## src/rtl/pipe_pkg.sv

```systemverilog
// Shared definitions for the between-stage pipeline registers.
package pipe_pkg;

  localparam logic [1:0] ST_EMPTY = 2'd0;
  localparam logic [1:0] ST_FULL  = 2'd1;
  localparam logic [1:0] ST_SKID  = 2'd2;

  localparam logic [15:0] NOP_INSTR = 16'h0000;

  localparam int FD_W = 32;
  localparam int DE_W = 68;

  // Encoding equals the number of held entries, so occupancy is the state itself.
  typedef enum logic [1:0] {
    S_EMPTY = ST_EMPTY,
    S_FULL  = ST_FULL,
    S_SKID  = ST_SKID
  } stage_state_t;

endpackage

```

## src/rtl/sat_counter.sv

```systemverilog
// Saturating up-counter with synchronous clear; clear wins over inc.
// Latency: count updates on the edge after inc. No backpressure.
module sat_counter #(
  parameter int WIDTH = 8
) (
  input  logic             clock,
  input  logic             clear,
  input  logic             inc,
  output logic [WIDTH-1:0] count
);

  always_ff @(posedge clock) begin
    if (clear) begin
      count <= '0;
    end else if (inc && (count != '1)) begin
      count <= count + WIDTH'(1);
    end
  end

endmodule

```

## src/rtl/pipe_stage_reg.sv

```systemverilog
// Valid/ready register between two pipeline stages, optional skid entry, flush-to-bubble.
// Latency: 1 cycle input-to-output when empty. Backpressure: registered in_ready (SKID=1) or combinational (SKID=0).
module pipe_stage_reg
  import pipe_pkg::*;
#(
  parameter int               WIDTH  = 16,
  parameter int               SKID   = 1,
  parameter logic [WIDTH-1:0] BUBBLE = '0,
  parameter int               CNTW   = 8
) (
  input  logic             clock,
  input  logic             reset,
  input  logic             flush,
  input  logic             in_valid,
  output logic             in_ready,
  input  logic [WIDTH-1:0] in_data,
  output logic             out_valid,
  input  logic             out_ready,
  output logic [WIDTH-1:0] out_data,
  output logic [1:0]       occupancy,
  output logic [CNTW-1:0]  stall_count
);

  stage_state_t     state_q, state_d;
  logic [WIDTH-1:0] main_q, main_d;
  logic [WIDTH-1:0] skid_q, skid_d;
  logic             in_ready_q;

  assign out_valid = (state_q != S_EMPTY);
  assign out_data  = main_q;
  assign occupancy = state_q;
  assign in_ready  = (SKID != 0) ? in_ready_q : (!out_valid || out_ready);

  always_ff @(posedge clock) begin
    if (reset) begin
      state_q    <= S_EMPTY;
      main_q     <= BUBBLE;
      skid_q     <= BUBBLE;
      in_ready_q <= 1'b1;
    end else begin
      state_q    <= state_d;
      main_q     <= main_d;
      skid_q     <= skid_d;
      in_ready_q <= (state_d != S_SKID);
    end
  end

  // in_ready is 1 in EMPTY/FULL except SKID=0 FULL stalled, which the FULL arm covers by not loading.
  always_comb begin
    state_d = state_q;
    main_d  = main_q;
    skid_d  = skid_q;
    if (flush) begin
      state_d = S_EMPTY;
      main_d  = BUBBLE;
    end else begin
      case (state_q)
        S_EMPTY: begin
          if (in_valid) begin
            state_d = S_FULL;
            main_d  = in_data;
          end
        end
        S_FULL: begin
          if (in_valid && out_ready) begin
            main_d = in_data;
          end else if (!in_valid && out_ready) begin
            state_d = S_EMPTY;
          end else if (in_valid && !out_ready && (SKID != 0)) begin
            state_d = S_SKID;
            skid_d  = in_data;
          end
        end
        S_SKID: begin
          if (out_ready) begin
            state_d = S_FULL;
            main_d  = skid_q;
          end
        end
        default: begin
          state_d = S_EMPTY;
          main_d  = BUBBLE;
        end
      endcase
    end
  end

  sat_counter #(.WIDTH(CNTW)) u_stall_cnt (
    .clock (clock),
    .clear (reset),
    .inc   (out_valid && !out_ready),
    .count (stall_count)
  );

endmodule

```

## config.mk

```make
export PLATFORM = sky130hd
export DESIGN_NAME = pipe_stage_reg
export DESIGN_NICKNAME = d
export VERILOG_FILES = /design/src/rtl/pipe_pkg.sv /design/src/rtl/sat_counter.sv /design/src/rtl/pipe_stage_reg.sv
export SDC_FILE = /design/constraint.sdc
export NUM_CORES = 1
export LEC_CHECK = 0
export ABC_AREA = 1
export CAP_MARGIN = 20
export CORE_AREA = 2 2 84 86
export CTS_BUF_LIST = sky130_fd_sc_hd__clkbuf_8
export CTS_CLUSTER_SIZE = 40
export DETAILED_ROUTE_END_ITERATION = 7
export DIE_AREA = 0 0 86 88
export PLACE_DENSITY_LB_ADDON = 0.3
export SYNTH_ARGS = -nofsm -noshare
export SYNTH_HDL_FRONTEND = slang
export SYNTH_SLANG_ARGS = --single-unit
```

## constraint.sdc

```tcl
create_clock -name clock -period 2 [get_ports clock]
set_clock_uncertainty 0.2 [all_clocks]
set_input_delay 0.4 -clock clock [delete_from_list [all_inputs] [get_ports clock]]
set_output_delay 0.4 -clock clock [all_outputs]
set_load 0.02 [all_outputs]
```

# After elaboration in Yosys (flattened, before gate mapping)
# Index checks and enable logic that the tools add are counted.
# op_classes
n_lt_le_gt_ge	0
eq_ne	7
bitwise	3
mux	11
add_sub_neg	1
n_reduce_logical	12
mul	0
shifts	0
div	0
# op_table
operator	count
$mux W16	3
$pmux W16 S3	1
$mux W2	6
$add A8 B1 Y8 const B	1
$ne A2 B2 Y1 const B	4
$ne A8 B8 Y1 const B	1
$pmux W2 S3	1
$logic_and A1 B1 Y1	5
$reduce_and A5 Y1	1
$not A1 Y1	3
$reduce_and A3 Y1	1
$eq A2 B1 Y1 const B	1
$eq A2 B2 Y1 const B	1
$logic_not A1 Y1	2
$logic_not A2 Y1	1
$reduce_bool A2 Y1	1
$reduce_or A2 Y1	1
# word_totals
mem_bits_ro	0
out_inout_bits	28
word_cells	39
regBits	43
memories	0
latch_bits	0
ramBits	0

# Depth between registers and ports, before layout
# Gate-level depths: netlist (run 1).
# logic_depth
word_depth	8
mapped_depth	9

# By module
# A second synthesis (run 1) with hierarchy kept.
# hier_totals
hier_cells	323
area_unflattened_um2	2152.1
# modules_own_cells
module	instances	cells_per_inst	seq_area_each_um2	area_each_um2
pipe_stage_reg	1	246	700.7	1667.8
sat_counter	1	77	160.2	484.2

# Least setup slack after synthesis (run 1)
# OpenSTA, ideal clock, no wires.
# synth_timing
kind	register -> register
startpoint	register u_stall_cnt.count[0]
endpoint	register u_stall_cnt.count[4]
t_required_ns	1.687
t_arrival_ns	1.345
path_slack_ns	0.342
n_path_buf	1
period_less_slack_ns	1.658
setup_ns	0.113
stages_incl_launch_ff	10
cell_sequence	dfxtp_1 > ha_1 > nand2_1 > nor2_1 > nand2_1 > buf_2 > nand3_1 > nand2_1 > nand2_1 > nor2_1
# synth_via
elab_chain_len	2
# synth_rtl
item	line	text
from (decl)	sat_counter.sv:9	output logic [WIDTH-1:0] count
from (signal assigned)	sat_counter.sv:16	count <= count + WIDTH'(1);
branches (longest 2 deep; another with $add A8 B1 Y8)	-	
# Parallel ways; which one is timed is not known.
# A chain may end at the register's enable or synchronous reset.

# Worst setup path in the final report (run 1)
# layout_timing
startpoint	register u_stall_cnt.count[0]
endpoint	output port stall_count[0]
# layout_rtl
item	line	text
to (decl)	pipe_stage_reg.sv:21	output logic [CNTW-1:0] stall_count
# No word-level cell between the ends.

==> impl_metrics.csv, run 1 <==
group,metric,value,unit
outcome,status,"finished, final reports clean",
clock_tree,post-cts-setup-buffers,0,
route,wl_per_cell,11.88,µm
sta,tightestPinTransition,503.7,ps
power_and_ir_drop,total_leakage_power,1.116,nW
clock_tree,cts_made_buffers,5,
clock_tree,cts_tree,"built",
clock_tree,htreeDepth,2,
sta,setup_tns,0,ps
sta,rsz0062_at_grt,"false",
route,vias,1915,
setup_path,slowest_delay,640,ps
yosys,ys_ff_latch,43,
run,drv_cap,0,
die,die_area,7568,µm²
die,die-width,86,µm
clock_tree,cts_root_buf,"clkbuf_8",
cells_and_area,sequential_cell_area,860.8,µm²
grt,grtUsageTotal,13.39,%
cells_and_area,nNetsFinal,360,
sta,max_slew_margin,66.38,%
yosys,ys_top_cells_by_area,"dfxtp_1 (44%), nor2_1 (14%), nand2_1 (12%)",
yosys,synthArstFlopShare,0,%
placed_design,port_buffers,48,
power_and_ir_drop,p_per_area,677.9,nW/µm²
yosys,yosys_warnings,0,
clock_tree,clk_pin_slew,90,ps
grt,grt_pass1_wl,8093,µm
route,totalWireLength,4979,µm
sta,drv_slew,0,
setup_path,cp.buffers_inverters,1,
clock_tree,clkLatencyLatePin,310,ps
cells_and_area,fillers,698,
yosys,yosysMostFrequentCell,"nor2_1",
die,core-area,6644,µm²
cells_and_area,multi_input_area,934.6,µm²
setup_path,crit_slowest_cell,"clkdlybuf4s50_1",
setup_path,crit_type,"flop to output pin",
yosys,avgSynthCellArea,6.871,µm²
setup_path,crit_path_max_fanout,6,
cells_and_area,stdcell_count,419,
route,first_pass_iters,4,
yosys,postSynthCellCount,285,
grt,grt_overflow_total,0,
yosys,synth.distinct_cells,23,
die,initial_utilization,29.47,%
die,pin_count,49,
sta,fin_crit,1955,ps
cells_and_area,drive_gt1_share,8.260,%
setup_path,required,1400,ps
cells_and_area,syn_to_final_growth,35.66,%
power_and_ir_drop,max-vdd-ir-drop,0.0002721,V
clock_tree,cts_hold_buf,0,
sta,min_period_over_period,97.76,%
yosys,syn_nets,307,
hold_path,hp-class,"flop to flop",
setup_path,cp-end-kind,"output pin",
sta,final_hold_viol_count,0,
yosys,ys.flop_type,"dfxtp_1",
die,fp-row-count,30,
cells_and_area,diodes,0,
yosys,yosys.area.top_type,"dfxtp_1",
yosys,synth_edf_count,0,
placed_design,dp_hpwl,3477,µm
route,drt_iter0_drc,133,
yosys,ys_seq_area_share,43.96,%
grt,antenna_found_initial,0,
route,ant_nets,0,
placed_design,gp_congestion,0.7663,
yosys,synth_top_area_share,43.96,%
placed_design,dp.cells,411,
grt,grt_pass1_vias,1742,
yosys,synthTopCellsByCount,"nor2_1 (71), nand2_1 (64), dfxtp_1 (43)",
route,drcViolationCount,0,
setup_path,cp_top_family,"buffers and inverters",
clock_tree,clockBufferDepth,2,
grt,grt_max_degree,22,
setup_path,arrival,1360,ps
sta,max_freq,0.5114,GHz
route,vias_per_cell,4.570,
setup_path,critical_path.startpoint_type,"flop",
setup_path,crit_chain,"clkdlybuf4s50_1",
sta,finalSetupViolCount,0,
clock_tree,clock_sinks,43,
die,die_h,88,µm
yosys,synth_area,1958,µm²
[worst paths after layout]
| kind | cells past startpoint | to | start | slack (ps) |
|---|---|---|---|---|
| worst max-delay path | 1 | stall_count[0] | u_stall_cnt.count[0] | 40 |
| worst min-delay path | 2 | out_data[3] | out_data[3] | 280 |
| worst max register to register | 8 | u_stall_cnt.count[7] | u_stall_cnt.count[0] | 210 |
| worst min register to register | 2 | out_data[3] | out_data[3] | 280 |
[power by group]
group          switching [mW]  internal [mW]  leakage [nW]
registers              0.0117          0.876         0.349
logic                   0.114          0.105         0.709
clock network           0.323          0.372        0.0581
total                   0.448           1.35          1.12
[placed cells by master, fill, tap and decap left out, types with 2 or more instances in the layout]
cell,synthesis,routed
a21oi_1,7,7
buf_4,0,10
clkbuf_8,0,5
clkdlybuf4s50_1,0,47
dfxtp_1,43,43
inv_1,15,15
inv_2,2,2
nand2_1,64,64
nand3_1,23,23
nand4_1,6,6
nor2_1,71,71
nor2_2,2,2
o21ai_0,29,29
[repair_timing]
| item | 4_1_cts | 5_1_grt |
|---|---|---|
| resized for setup | 0 | 1 |
| hold endpoints to repair | 0 | 0 |
| setup endpoints to repair | 0 | 1 |
[sequential cells by signal (all words and copies together), names as in the netlist]
signal             cells
out_data              16
skid_q                16
u_stall_cnt.count      8
occupancy              2
in_ready               1
[layer usage]
| metal | wire length [µm] | global-route usage (%) | vias up |
|---|---|---|---|
| li1 | - | - | 1011 |
| met1 | 2452 | 17.77 | 845 |
| met2 | 2237 | 21.71 | 51 |
| met3 | 230 | 3.205 | 8 |
| met5 | 0 | 0 | - |
| met4 | 58 | 3.896 | 0 |
[stage by stage]
step           worst slack, ps  hold slack [ps]  power, mW  util, %  cell area (µm²)
6_report                 44.72            275.3      1.801    39.98             2656
4_1_cts                  6.937            282.7      1.815    39.94             2654
3_5_place_dp             96.09            269.8      1.126    38.25             2541
5_1_grt                  8.774            304.8      1.874    39.98             2656
2_1_floorplan            342.5            254.8      1.018        -             1958
3_3_place_gp             120.3            260.3      1.126    38.25             2541
[cell families after synthesis]
family                   after synthesis  synth area share, %
adder cells (fa/ha/maj)                1               0.6389
AND/OR/NAND/NOR                      172                37.32
buffers and inverters                 31                8.306
AO/OA/AOI/OAI                         38                9.776
flip-flops                            43                43.96
[area by class of cell]
cell class                 count  share of cell area [%]
multi-input combinational    211                   35.19
sequential                    43                   32.41
timing repair buffer          59                   21.76
tap                           80                   3.768
inverter                      18                   2.638
clock buffer                   5                   2.591
clock inverter                 3                   1.649
Power figures use the tool's default switching activity.
==> inputs of run 2 (changes only) <==
--- a/config.mk
+++ b/config.mk
@@ -7,11 +7,11 @@
 export LEC_CHECK = 0
 export ABC_AREA = 1
 export CAP_MARGIN = 20
-export CORE_AREA = 2 2 84 86
+export CORE_AREA = 4 4 86 88
 export CTS_BUF_LIST = sky130_fd_sc_hd__clkbuf_8
 export CTS_CLUSTER_SIZE = 40
 export DETAILED_ROUTE_END_ITERATION = 7
-export DIE_AREA = 0 0 86 88
+export DIE_AREA = 0 0 90 92
 export PLACE_DENSITY_LB_ADDON = 0.3
 export SYNTH_ARGS = -nofsm -noshare
 export SYNTH_HDL_FRONTEND = slang
==> impl_metrics.csv, run 2 (synthesized netlist as in run 1, its figures left out) <==
group,metric,value,unit
outcome,status,"finished, final reports clean",
hold_path,hp-class,"flop to flop",
power_and_ir_drop,sw_frac_of_total,24.58,%
die,pin_count,49,
setup_path,critical_path.startpoint_type,"flop",
clock_tree,cts_root_buf,"clkbuf_8",
clock_tree,post-cts-setup-buffers,0,
power_and_ir_drop,power_frac_comb,12.0,%
clock_tree,clkLatencyLatePin,300,ps
placed_design,dp_hpwl,3540,µm
placed_design,gp_congestion,0.8357,
cells_and_area,drive_gt1_share,8.284,%
setup_path,crit_slowest_cell,"clkdlybuf4s50_1",
route,drcViolationCount,0,
die,fp-row-count,30,
clock_tree,clockBufferDepth,2,
sta,fin_crit,1957,ps
placed_design,placed_area,2546,µm²
clock_tree,cts_made_buffers,5,
route,drt_iter0_drc,121,
route,first_pass_iters,4,
setup_path,timing.rr.start,"u_stall_cnt.count[0]",
sta,max_freq,0.5110,GHz
setup_path,worstReg2RegEnd,"u_stall_cnt.count[5]",
grt,grt_overflow_total,0,
hold_path,min-delay-start,"out_data[14]",
die,die_h,92,µm
cells_and_area,mostFrequentLayoutCells,"nor2_1 (71), nand2_1 (64), clkdlybuf4s50_1 (44)",
die,initial_utilization,29.47,%
placed_design,port_buffers,48,
setup_path,rr_worst_depth,9,
grt,grtUsageTotal,12.78,%
clock_tree,clock_sinks,43,
route,vias_per_cell,4.548,
sta,max_slew_margin,66.47,%
clock_tree,clk_pin_slew,80,ps
route,ant_nets,0,
power_and_ir_drop,p_seq_share,49.5,%
power_and_ir_drop,p_sw,0.4401,mW
power_and_ir_drop,total_leakage_power,1.161,nW
clock_tree,cts_tree,"built",
power_and_ir_drop,p_int,1.350,mW
setup_path,r2r_setup_slack,250,ps
setup_path,cp-end-kind,"output pin",
sta,drv_slew,0,
cells_and_area,final_common_cell,"nor2_1",
die,core-area,6644,µm²
sta,tightestPinTransition,502.3,ps
cells_and_area,post-route-cell-area,2666,µm²
grt,antenna_found_initial,0,
setup_path,cp.buffers_inverters,2,
die,die_area,8280,µm²
setup_path,arrival,1360,ps
route,totalWireLength,4899,µm
hold_path,hold_end,"out_data[14]",
clock_tree,htreeDepth,2,
sta,min_period_over_period,97.84,%
cells_and_area,syn_to_final_growth,36.17,%
sta,rsz0062_at_grt,"false",
hold_path,hold_depth,2,
setup_path,crit_type,"flop to output pin",
grt,grt_pass1_wl,8756,µm
setup_path,slowest_delay,590,ps
power_and_ir_drop,p_clk_share,38.4,%
grt,grt_max_degree,22,
cells_and_area,nNetsFinal,359,
setup_path,crit_path_max_fanout,4,
route,wl_per_cell,11.72,µm
setup_path,cp_top_family,"buffers and inverters",
grt,grt_pass1_vias,1895,
sta,holdWs,275.9,ps
die,die-width,90,µm
power_and_ir_drop,max-vdd-ir-drop,0.0003053,V
setup_path,cp-startpoint,"u_stall_cnt.count[1]",
sta,setup_tns,0,ps
sta,final_hold_viol_count,0,
setup_path,required,1400,ps
run,drv_cap,0,
route,vias,1901,
power_and_ir_drop,p_per_area,671.4,nW/µm²
setup_path,crit_chain,"buf_4, clkdlybuf4s50_1",
sta,finalSetupViolCount,0,
cells_and_area,diodes,0,
==> run 2: cell count changes in the layout (fill, tap and decap cells not counted) <==
cell | previous run | this run
dfxtp_1 | 43 | 42
dfxtp_2 | 0 | 1
dlygate4sd2_1 | 0 | 1
buf_4 | 10 | 8
clkdlybuf4s50_1 | 47 | 44
buf_12 | 1 | 2
dlymetal6s2s_1 | 1 | 3
==> run 2: through the flow <==
| step | util, % | power, mW | setup WS, ps | std cells |
|---|---|---|---|---|
| 2_1_floorplan | - | 1.018 | 342.5 | 285 |
| 3_3_place_gp | 38.32 | 1.125 | 67.11 | 410 |
| 3_5_place_dp | 38.32 | 1.125 | 57.19 | 410 |
| 4_1_cts | 40.02 | 1.813 | 18.43 | 418 |
| 5_1_grt | 40.13 | 1.869 | 0.8737 | 418 |
| 6_report | 40.13 | 1.790 | 43.14 | 418 |
==> run 2: per-layer routing <==
layer / wire length (µm) / part of all wire, % / track usage [%] / vias up
li1: - / - / - / 1015
met1: 2426 / 50 / 16.16 / 831
met2: 2195 / 45 / 21.28 / 50
met3: 223 / 4.6 / 3.692 / 5
met4: 53 / 1.1 / 3.444 / 0
met5: 0 / 0 / 0 / -
==> run 2: worst register-to-register path, stage by stage (launching register included) <==
cell and delay (ps):
dfxtp_1 420, ha_1 230, nand2_1 80, nor2_1 130, nand2_1 190, buf_4 210
nand3_1 60, nand2_1 50, nand2_1 50, nor2_1 30
==> run 2: repair_timing <==
action,in CTS,in global routing
setup endpoints to repair,2,3
hold buffers,0,0
resized for setup,2,3
endpoints found under the hold margin,0,0
==> run 2: area by class of cell <==
class,instances,area (µm²)
Clock inverter,3,43.79
Clock buffer,5,68.82
Sequential cell,43,862.1
Tap cell,80,100.1
Multi-Input combinational cell,211,934.6
Inverter,18,70.07
Fill cell,696,3978
Timing Repair Buffer,58,586.8
==> run 2: how the worst max path moves through the flow <==
| stage | endpoint | slack, ps | cells past startpoint |
|---|---|---|---|
| 3_3_place_gp | skid_q[0] | 70 | 8 |
| 6_report | stall_count[1] | 40 | 2 |
| 4_1_cts | stall_count[2] | 20 | 1 |
| 3_5_place_dp | skid_q[0] | 60 | 8 |
| 5_1_grt | stall_count[1] | 0.9 | 2 |
| 2_1_floorplan | u_stall_cnt.count[4] | 340 | 9 |
==> run 2: power groups by stage <==
stage / Clock [mW] / Combinational (mW) / Sequential, mW
3_3_place_gp: 0 / 0.218 / 0.907
5_1_grt: 0.739 / 0.240 / 0.890
3_5_place_dp: 0 / 0.218 / 0.907
6_report: 0.688 / 0.215 / 0.887
2_1_floorplan: 0 / 0.0923 / 0.926
4_1_cts: 0.708 / 0.218 / 0.887
